--- config.mk ---
export PLATFORM = sky130hd
export DESIGN_NAME = div32_seq
export DESIGN_NICKNAME = d
export VERILOG_FILES = /design/src/rtl/div32_seq_pkg.sv /design/src/rtl/sub32_gen.sv /design/src/rtl/div32_seq.sv
export SDC_FILE = /design/constraint.sdc
export NUM_CORES = 1
export LEC_CHECK = 0
export BUFFER_PORTS_ARGS = -buffer_cell sky130_fd_sc_hd__buf_2
export CORE_ASPECT_RATIO = 0.5
export CORE_MARGIN = 10
export CORE_UTILIZATION = 52
export DETAILED_ROUTE_END_ITERATION = 6
export PLACE_DENSITY = 0.78
export SYNTH_ARGS = -nofsm -noshare
export SYNTH_HDL_FRONTEND = slang
export SYNTH_SLANG_ARGS = --single-unit
export TNS_END_PERCENT = 20
--- constraint.sdc ---
create_clock -name clk -period 2.9 [get_ports clk]
set_clock_uncertainty 0.1 [all_clocks]
set_input_delay 0.58 -clock clk [delete_from_list [all_inputs] [get_ports clk]]
set_output_delay 0.58 -clock clk [all_outputs]
set_load 0.02 [all_outputs]
--- src/rtl/div32_seq_pkg.sv ---
// rtl/div32_seq_pkg.sv - shared state encoding and default width for the sequential divider
package div32_seq_pkg;

    localparam int DIV_N = 32;

    localparam logic [1:0] IDLE = 2'd0;
    localparam logic [1:0] RUN  = 2'd1;
    localparam logic [1:0] DONE = 2'd2;

    typedef enum logic [1:0] {
        ST_IDLE = IDLE,
        ST_RUN  = RUN,
        ST_DONE = DONE
    } div_state_e;

endpackage

--- src/rtl/sub32_gen.sv ---
// rtl/sub32_gen.sv - parameterised combinational ripple subtractor (a - b, modulo 2^N)
module sub32_gen #(
    parameter int N = 32
) (
    input  logic [N-1:0] a_i,
    input  logic [N-1:0] b_i,
    output logic [N-1:0] diff_o
);

    assign diff_o = a_i - b_i;

endmodule

--- src/rtl/div32_seq.sv ---
// rtl/div32_seq.sv - unsigned restoring divider, one quotient bit per clock
module div32_seq
    import div32_seq_pkg::*;
#(
    parameter int N = DIV_N
) (
    input  logic         clk,
    input  logic         rst_n,
    input  logic         start,
    input  logic [N-1:0] dividend,
    input  logic [N-1:0] divisor,
    output logic         busy,
    output logic         done,
    output logic [N-1:0] quotient,
    output logic [N-1:0] remainder,
    output logic         div_by_zero
);

    localparam int CW = $clog2(N);

    div_state_e     state_q;
    logic [CW-1:0]  cnt_q;
    logic [N-1:0]   r_q;
    logic [N-1:0]   q_q;
    logic [N-1:0]   d_q;
    logic           busy_q;
    logic           done_q;
    logic [N-1:0]   quotient_q;
    logic [N-1:0]   remainder_q;
    logic           dbz_q;

    logic [N:0]     trial;
    logic [N:0]     diff;
    logic           qbit;
    logic [N-1:0]   r_d;
    logic [N-1:0]   q_d;

    assign trial = {r_q, q_q[N-1]};

    sub32_gen #(.N(N + 1)) u_sub (
        .a_i    (trial),
        .b_i    ({1'b0, d_q}),
        .diff_o (diff)
    );

    // A negative trial difference restores the partial remainder
    assign qbit = ~diff[N];
    assign r_d  = diff[N] ? trial[N-1:0] : diff[N-1:0];
    assign q_d  = {q_q[N-2:0], qbit};

    always_ff @(posedge clk or negedge rst_n) begin
        if (!rst_n) begin
            state_q     <= ST_IDLE;
            cnt_q       <= '0;
            r_q         <= '0;
            q_q         <= '0;
            d_q         <= '0;
            busy_q      <= 1'b0;
            done_q      <= 1'b0;
            quotient_q  <= '0;
            remainder_q <= '0;
            dbz_q       <= 1'b0;
        end else begin
            done_q <= 1'b0;
            case (state_q)
                ST_IDLE: begin
                    if (start) begin
                        d_q     <= divisor;
                        q_q     <= dividend;
                        r_q     <= '0;
                        cnt_q   <= CW'(N - 1);
                        dbz_q   <= 1'b0;
                        busy_q  <= 1'b1;
                        state_q <= ST_RUN;
                    end
                end
                ST_RUN: begin
                    r_q   <= r_d;
                    q_q   <= q_d;
                    cnt_q <= cnt_q - 1'b1;
                    if (cnt_q == '0) begin
                        quotient_q  <= q_d;
                        remainder_q <= r_d;
                        dbz_q       <= (d_q == '0);
                        done_q      <= 1'b1;
                        state_q     <= ST_DONE;
                    end
                end
                ST_DONE: begin
                    busy_q  <= 1'b0;
                    state_q <= ST_IDLE;
                end
                default: begin
                    busy_q  <= 1'b0;
                    state_q <= ST_IDLE;
                end
            endcase
        end
    end

    assign busy        = busy_q;
    assign done        = done_q;
    assign quotient    = quotient_q;
    assign remainder   = remainder_q;
    assign div_by_zero = dbz_q;

endmodule

-- Yosys cells after proc, flatten, opt, wreduce, memory -nomap -nowiden
Cells that the tools add are included.
Widths: inputs -> output; s select.
- output and inout port bits: 67
- word-level logic and storage cells: 44
- register bits after elaboration: 170
- bits of input ports: 67
- multiplexer cells: 17
- equal/unequal tests: 3
- reduce and logical (&&, ||, !) cells: 10
- bitwise operators: 2
- add/subtract/negate cells: 2
- operator list (cell ; count):
    $pmux 32 s2 ; 2
    $mux 32 ; 3
    $sub 33x32->33 ; 1
    $logic_not 32->1 ; 1
    $pmux 5 s2 ; 1
    $reduce_and 2->1 ; 5
    $logic_not 5->1 ; 1
    $mux 1 ; 5
    $mux 5 ; 1
    $sub 5x1->5 const B ; 1
    $mux 2 ; 2
    $ne 2x2->1 const B ; 2
    $pmux 1 s2 ; 2
    $pmux 2 s2 ; 1
    $reduce_and 3->1 ; 1
    $eq 2x1->1 const B ; 1
    $logic_not 2->1 ; 1
    $not 1->1 ; 2
    $reduce_bool 2->1 ; 1

-- Logic depth before layout (Yosys ltp)
- depth after elaboration: 3
- depth in mapped cells: 14
- gate-level depth less buffers: 12

-- By module
From an unflattened synthesis, not the netlist that was laid out.
- cell total of the unflattened synthesis: 939
- area total of the unflattened synthesis: 9019.9 um^2
- by module, submodules not included (module ; instances ; area each (um^2) ; cells an instance):
    div32_seq ; 1 ; 7043.0 ; 643
    sub32_gen ; 1 ; 1976.9 ; 296

-- Least setup slack after synthesis
OpenSTA, ideal clock, no wires.
- path type: reg-to-reg
- start point: register q_q[31]
- end point: register remainder_q[6] (netlist: remainder[6])
- library setup time: 0.134 ns
- arrival time: 2.666 ns
- stages on the path, launching flop included: 14
- setup slack: 0.000 ns
- period minus slack after synthesis: 2.900 ns
- path buffers: 1
- path through: dfrtp_1 -> inv_1 -> ha_1 -> inv_1 -> fa_1 -> a21oi_1 -> o21ai_1 -> and4_1 -> o2111ai_1 -> a21oi_1 -> a211oi_4 -> buf_4 -> mux2i_1 -> o21ai_1
- cells in the longest elaborated chain, start to end: 2
- ends and longest elaborated chain (what ; RTL line ; RTL):
    start, declared ; div32_seq.sv:24 ; logic [N-1:0] q_q;
    start signal, assigned ; div32_seq.sv:69 ; q_q <= dividend;
    start signal, assigned ; div32_seq.sv:79 ; q_q <= q_d;
    $sub 33x32->33 ; sub32_gen.sv:10 ; assign diff_o = a_i - b_i;
    $mux 32 ; div32_seq.sv:48 ; assign r_d = diff[N] ? trial[N-1:0] : diff[N-1:0];
    end signal, assigned ; div32_seq.sv:83 ; remainder_q <= r_d;
    end, declared ; div32_seq.sv:29 ; logic [N-1:0] remainder_q;
Every way passes these cells.
A chain may end at the register's enable or synchronous reset.

-- Final worst setup path
- start point: register r_q[10]
- end point: register remainder_q[15] (netlist: remainder[15])
- cells in the longest elaborated chain, start to end: 2
- ends and longest elaborated chain (what ; RTL line ; RTL):
    start, declared ; div32_seq.sv:23 ; logic [N-1:0] r_q;
    start signal, assigned ; div32_seq.sv:78 ; r_q <= r_d;
    $sub 33x32->33 ; sub32_gen.sv:10 ;
    $mux 32 ; div32_seq.sv:48 ;
Every way passes these cells.

==> flow_summary.yaml <==
synth:
  synth_ff_type: "dfrtp_1"
  synth.area.top_cells: "dfrtp_1, nand2_1, ha_1"
  synth_area_leader_cell: "dfrtp_1"
  synthSimpleGateAreaFrac: 0.174
  syn_avg_cell_area_um2: 8.90
  synth-compound-area-share: 0.194
  synth-seq-cells: 170
  synth_edf_count: 0
  ys_seq_area_frac: 0.465
  synth.distinct_cells: 63
  synthMuxAreaShare: 0.0370
  synth_top_family_by_area: "compound AO/OA/AOI/OAI gates"
  syn_inst: 1027
  ys.warnings.count: 0
  async_reset_ff_frac: 1.00
  syn_nets: 1129
  synth_fa_ha_area_frac: 0.0487
  synth_xor_area_frac: 0.0297
  netlist_area_um2: 9140
  synth_top_area_frac: 0.465
grt:
  antenna_found_initial: 2
  first_global_vias: 8472
  grt_pass1_wl_um: 43400
  grt_max_degree: 91
  overflow: 0
  grt_usage: 0.221
cts:
  htreeDepth: 4
  cts_tree: "yes"
  path_clk_slew_ps: 70
  clk_latency_ps: 430
  clock_path_buffers: 2
  cts_buffers: 17
  clockRootBuffer: "clkbuf_16"
  cts.sinks: 170
detailed_routing:
  viasPerCell: 5.75
  routedWlPerCell_um: 18.3
  drcViolationCount: 0
  firstDrtPassIters: 6
  ant_nets: 0
  via_count: 8388
  dr.first_iter.drc_count: 730
  wl_um: 26800
placement:
  port-buffer-count: 133
  place_ws_ps: -379
  place_hpwl_um: 18200
  gp_congestion: 0.895
status:
  outcome: "complete, but fails checks"
  violations: "negative setup slack"
critical_path:
  crit_chain: "ha_1 > nand3_2 > o31a_1 > o21ai_2 > o2111ai_4 > buf_6 > and2_4 > a211oi_4 > buf_6 > buf_12 > mux2i_4 > o21ai_1"
  worstPathMaxFanout: 8
  critPathBufInv: 3
  crit_path_end_kind: "flip-flop"
  critPathLaunchType: "flip-flop"
  cp.arrival_ps: 3310
  crit_required_ps: 3070
  cp_slowest_cell: "dfrtp_1"
  critPathMostFrequentCell: "buf_6"
  critical_path_class: "reg -> reg"
  critPathMaxStageDelay_ps: 440
  crit_family: "compound AO/OA/AOI/OAI gates"
run:
  drv_cap: 0
sta:
  setup-tns-final_ps: -11230
  fmax_mhz: 318
  drv_slew: 0
  setup_viol: 64
  setup_slack_ps: -241
  fin_hold_ws_ps: 245
  rsz0062_at_grt: "true"
  fin_crit_ps: 3140
  worstMarginPinSlew_ps: 979
  slew-limit-headroom: 0.347
  hold_viol: 0
  period_share: 1.08
final_layout:
  num-nets-final: 1314
  n_fill_cell: 1311
  final_util: 0.677
  drive_gt1_frac: 0.278
  area_growth_pct: 28.2
floorplan:
  fp.coreArea_um2: 17300
  die_area_um2: 23600
  initial_core_util: 0.528
  die_w_um: 207
  floorplan.rows: 34
  boundaryPins: 134
  die_h_um: 114
min_path:
  min_path_type: "in -> reg"
## through the flow
| stage | instances | cell area [um^2] |
|---|---|---|
| floorplan | 1027 | 9140 |
| global placement | 1413 | 10500 |
| detailed placement | 1413 | 10500 |
| CTS | 1456 | 11500 |
| global route | 1459 | 11700 |
| finish | 1460 | 11700 |
## worst register-to-register path, cell delays in order, from the launching register on
cell and delay (ps):
dfrtp_1 440, ha_1 360, nand3_2 130, o31a_1 350, o21ai_2 100, o2111ai_4 170
buf_6 150, and2_4 140, a211oi_4 320, buf_6 180, buf_12 190, mux2i_4 270
o21ai_1 80
## cell type report
class | count | area (um^2) | share of cell area
sequential | 170 | 4250 | 0.363
tap | 234 | 293 | 0.0250
clock buffer | 19 | 443 | 0.0378
multi-input combinational | 745 | 4890 | 0.418
clock inverter | 13 | 158 | 0.0135
antenna | 1 | 2.50 | 0.000214
inverter | 47 | 176 | 0.0151
timing repair buffer | 231 | 1500 | 0.128
## synthesized netlist by cell type (3+ instances only)
cell       count
nand2b_1       8
inv_1         47
nor3_1        11
o2111ai_1      3
xnor2_1       21
nor2_1        18
nor4_1        11
a211oi_1       8
nand4_1        8
ha_1          34
nand3b_1       5
mux2i_1       30
o21ai_1       55
or3_1          4
o31ai_1        3
and4_1         3
a21o_1        21
xor2_1        10
o211ai_1       7
buf_1          8
o21bai_1       3
nor2b_1       32
a31oi_1        8
buf_2         11
dfrtp_1      170
o21a_1         5
a21oi_1       55
buf_6          3
o221ai_1       3
o21ai_0       76
nand2_1      228
a22oi_1       28
nand3_1       10
or2_2          5
clkbuf_1      41
## timing repair
action                                  in CTS  in global routing
pin swaps                                   12                 16
gates cloned                                 1                  0
endpoints found under the setup margin      66                 66
setup buffers                                9                  3
hold buffers                                 1                  0
endpoints found under the hold margin        7                  0
resized for setup                           53                 30
## cell families (layout without fill, tap and decap cells)
logic type / after synthesis / after routing
XOR/XNOR: 31 / 31
AO/OA/AOI/OAI: 294 / 294
buffers and inverters: 112 / 310
adder cells (fa/ha/maj): 35 / 35
AND/OR/NAND/NOR: 352 / 352
multiplexers: 33 / 33
other: 0 / 1
flip-flops: 170 / 170
## flip-flops by register name, indices dropped and copies added, names as in the netlist, 2 cells and up
name and count:
cnt_q 5, d_q 32, q_q 32, quotient 32, r_q 32, remainder 32, state_q 2
## metal layers
layer / vias to the layer above / routed length, um / track usage
li1: 3915 / - / -
met1: 4136 / 11500 / 0.279
met2: 300 / 13000 / 0.374
met3: 37 / 1850 / 0.0589
met4: 0 / 349 / 0.0546
met5: - / 0 / 0
## placed cells by master (no fill, tap or decap), types with 8 or more instances in the layout
| cell type | synthesis | routed |
|---|---|---|
| a21o_1 | 21 | 21 |
| nand2_1 | 228 | 227 |
| dfrtp_1 | 170 | 170 |
| xor2_1 | 10 | 10 |
| clkbuf_16 | 0 | 17 |
| xnor2_1 | 21 | 20 |
| o21ai_1 | 55 | 53 |
| buf_4 | 2 | 88 |
| nor2_1 | 18 | 17 |
| inv_1 | 47 | 44 |
| nand4_1 | 8 | 8 |
| nor3_1 | 11 | 11 |
| buf_2 | 11 | 132 |
| a22oi_1 | 28 | 28 |
| ha_4 | 0 | 11 |
| mux2i_2 | 0 | 11 |
| a21oi_1 | 55 | 52 |
| mux2i_4 | 0 | 12 |
| nor2b_1 | 32 | 29 |
| nor4_1 | 11 | 11 |
| ha_1 | 34 | 23 |
| o21ai_0 | 76 | 75 |
| nand3_1 | 10 | 9 |
## final timing paths
check,slack (ps),start,cells past startpoint,endpoint
worst max-delay path,-240,r_q[10],12,remainder[15]
worst min-delay path,250,divisor[4],3,d_q[4]
worst max register to register,-240,r_q[10],12,remainder[15]
worst min register to register,370,quotient[6],2,quotient[6]
max in group asynchronous,1430,rst_n,3,quotient[25]
min in group asynchronous,540,rst_n,2,q_q[14]
Power is not shown: default switching activity piles up to over one toggle a cycle in this logic, so the estimate is an artifact.
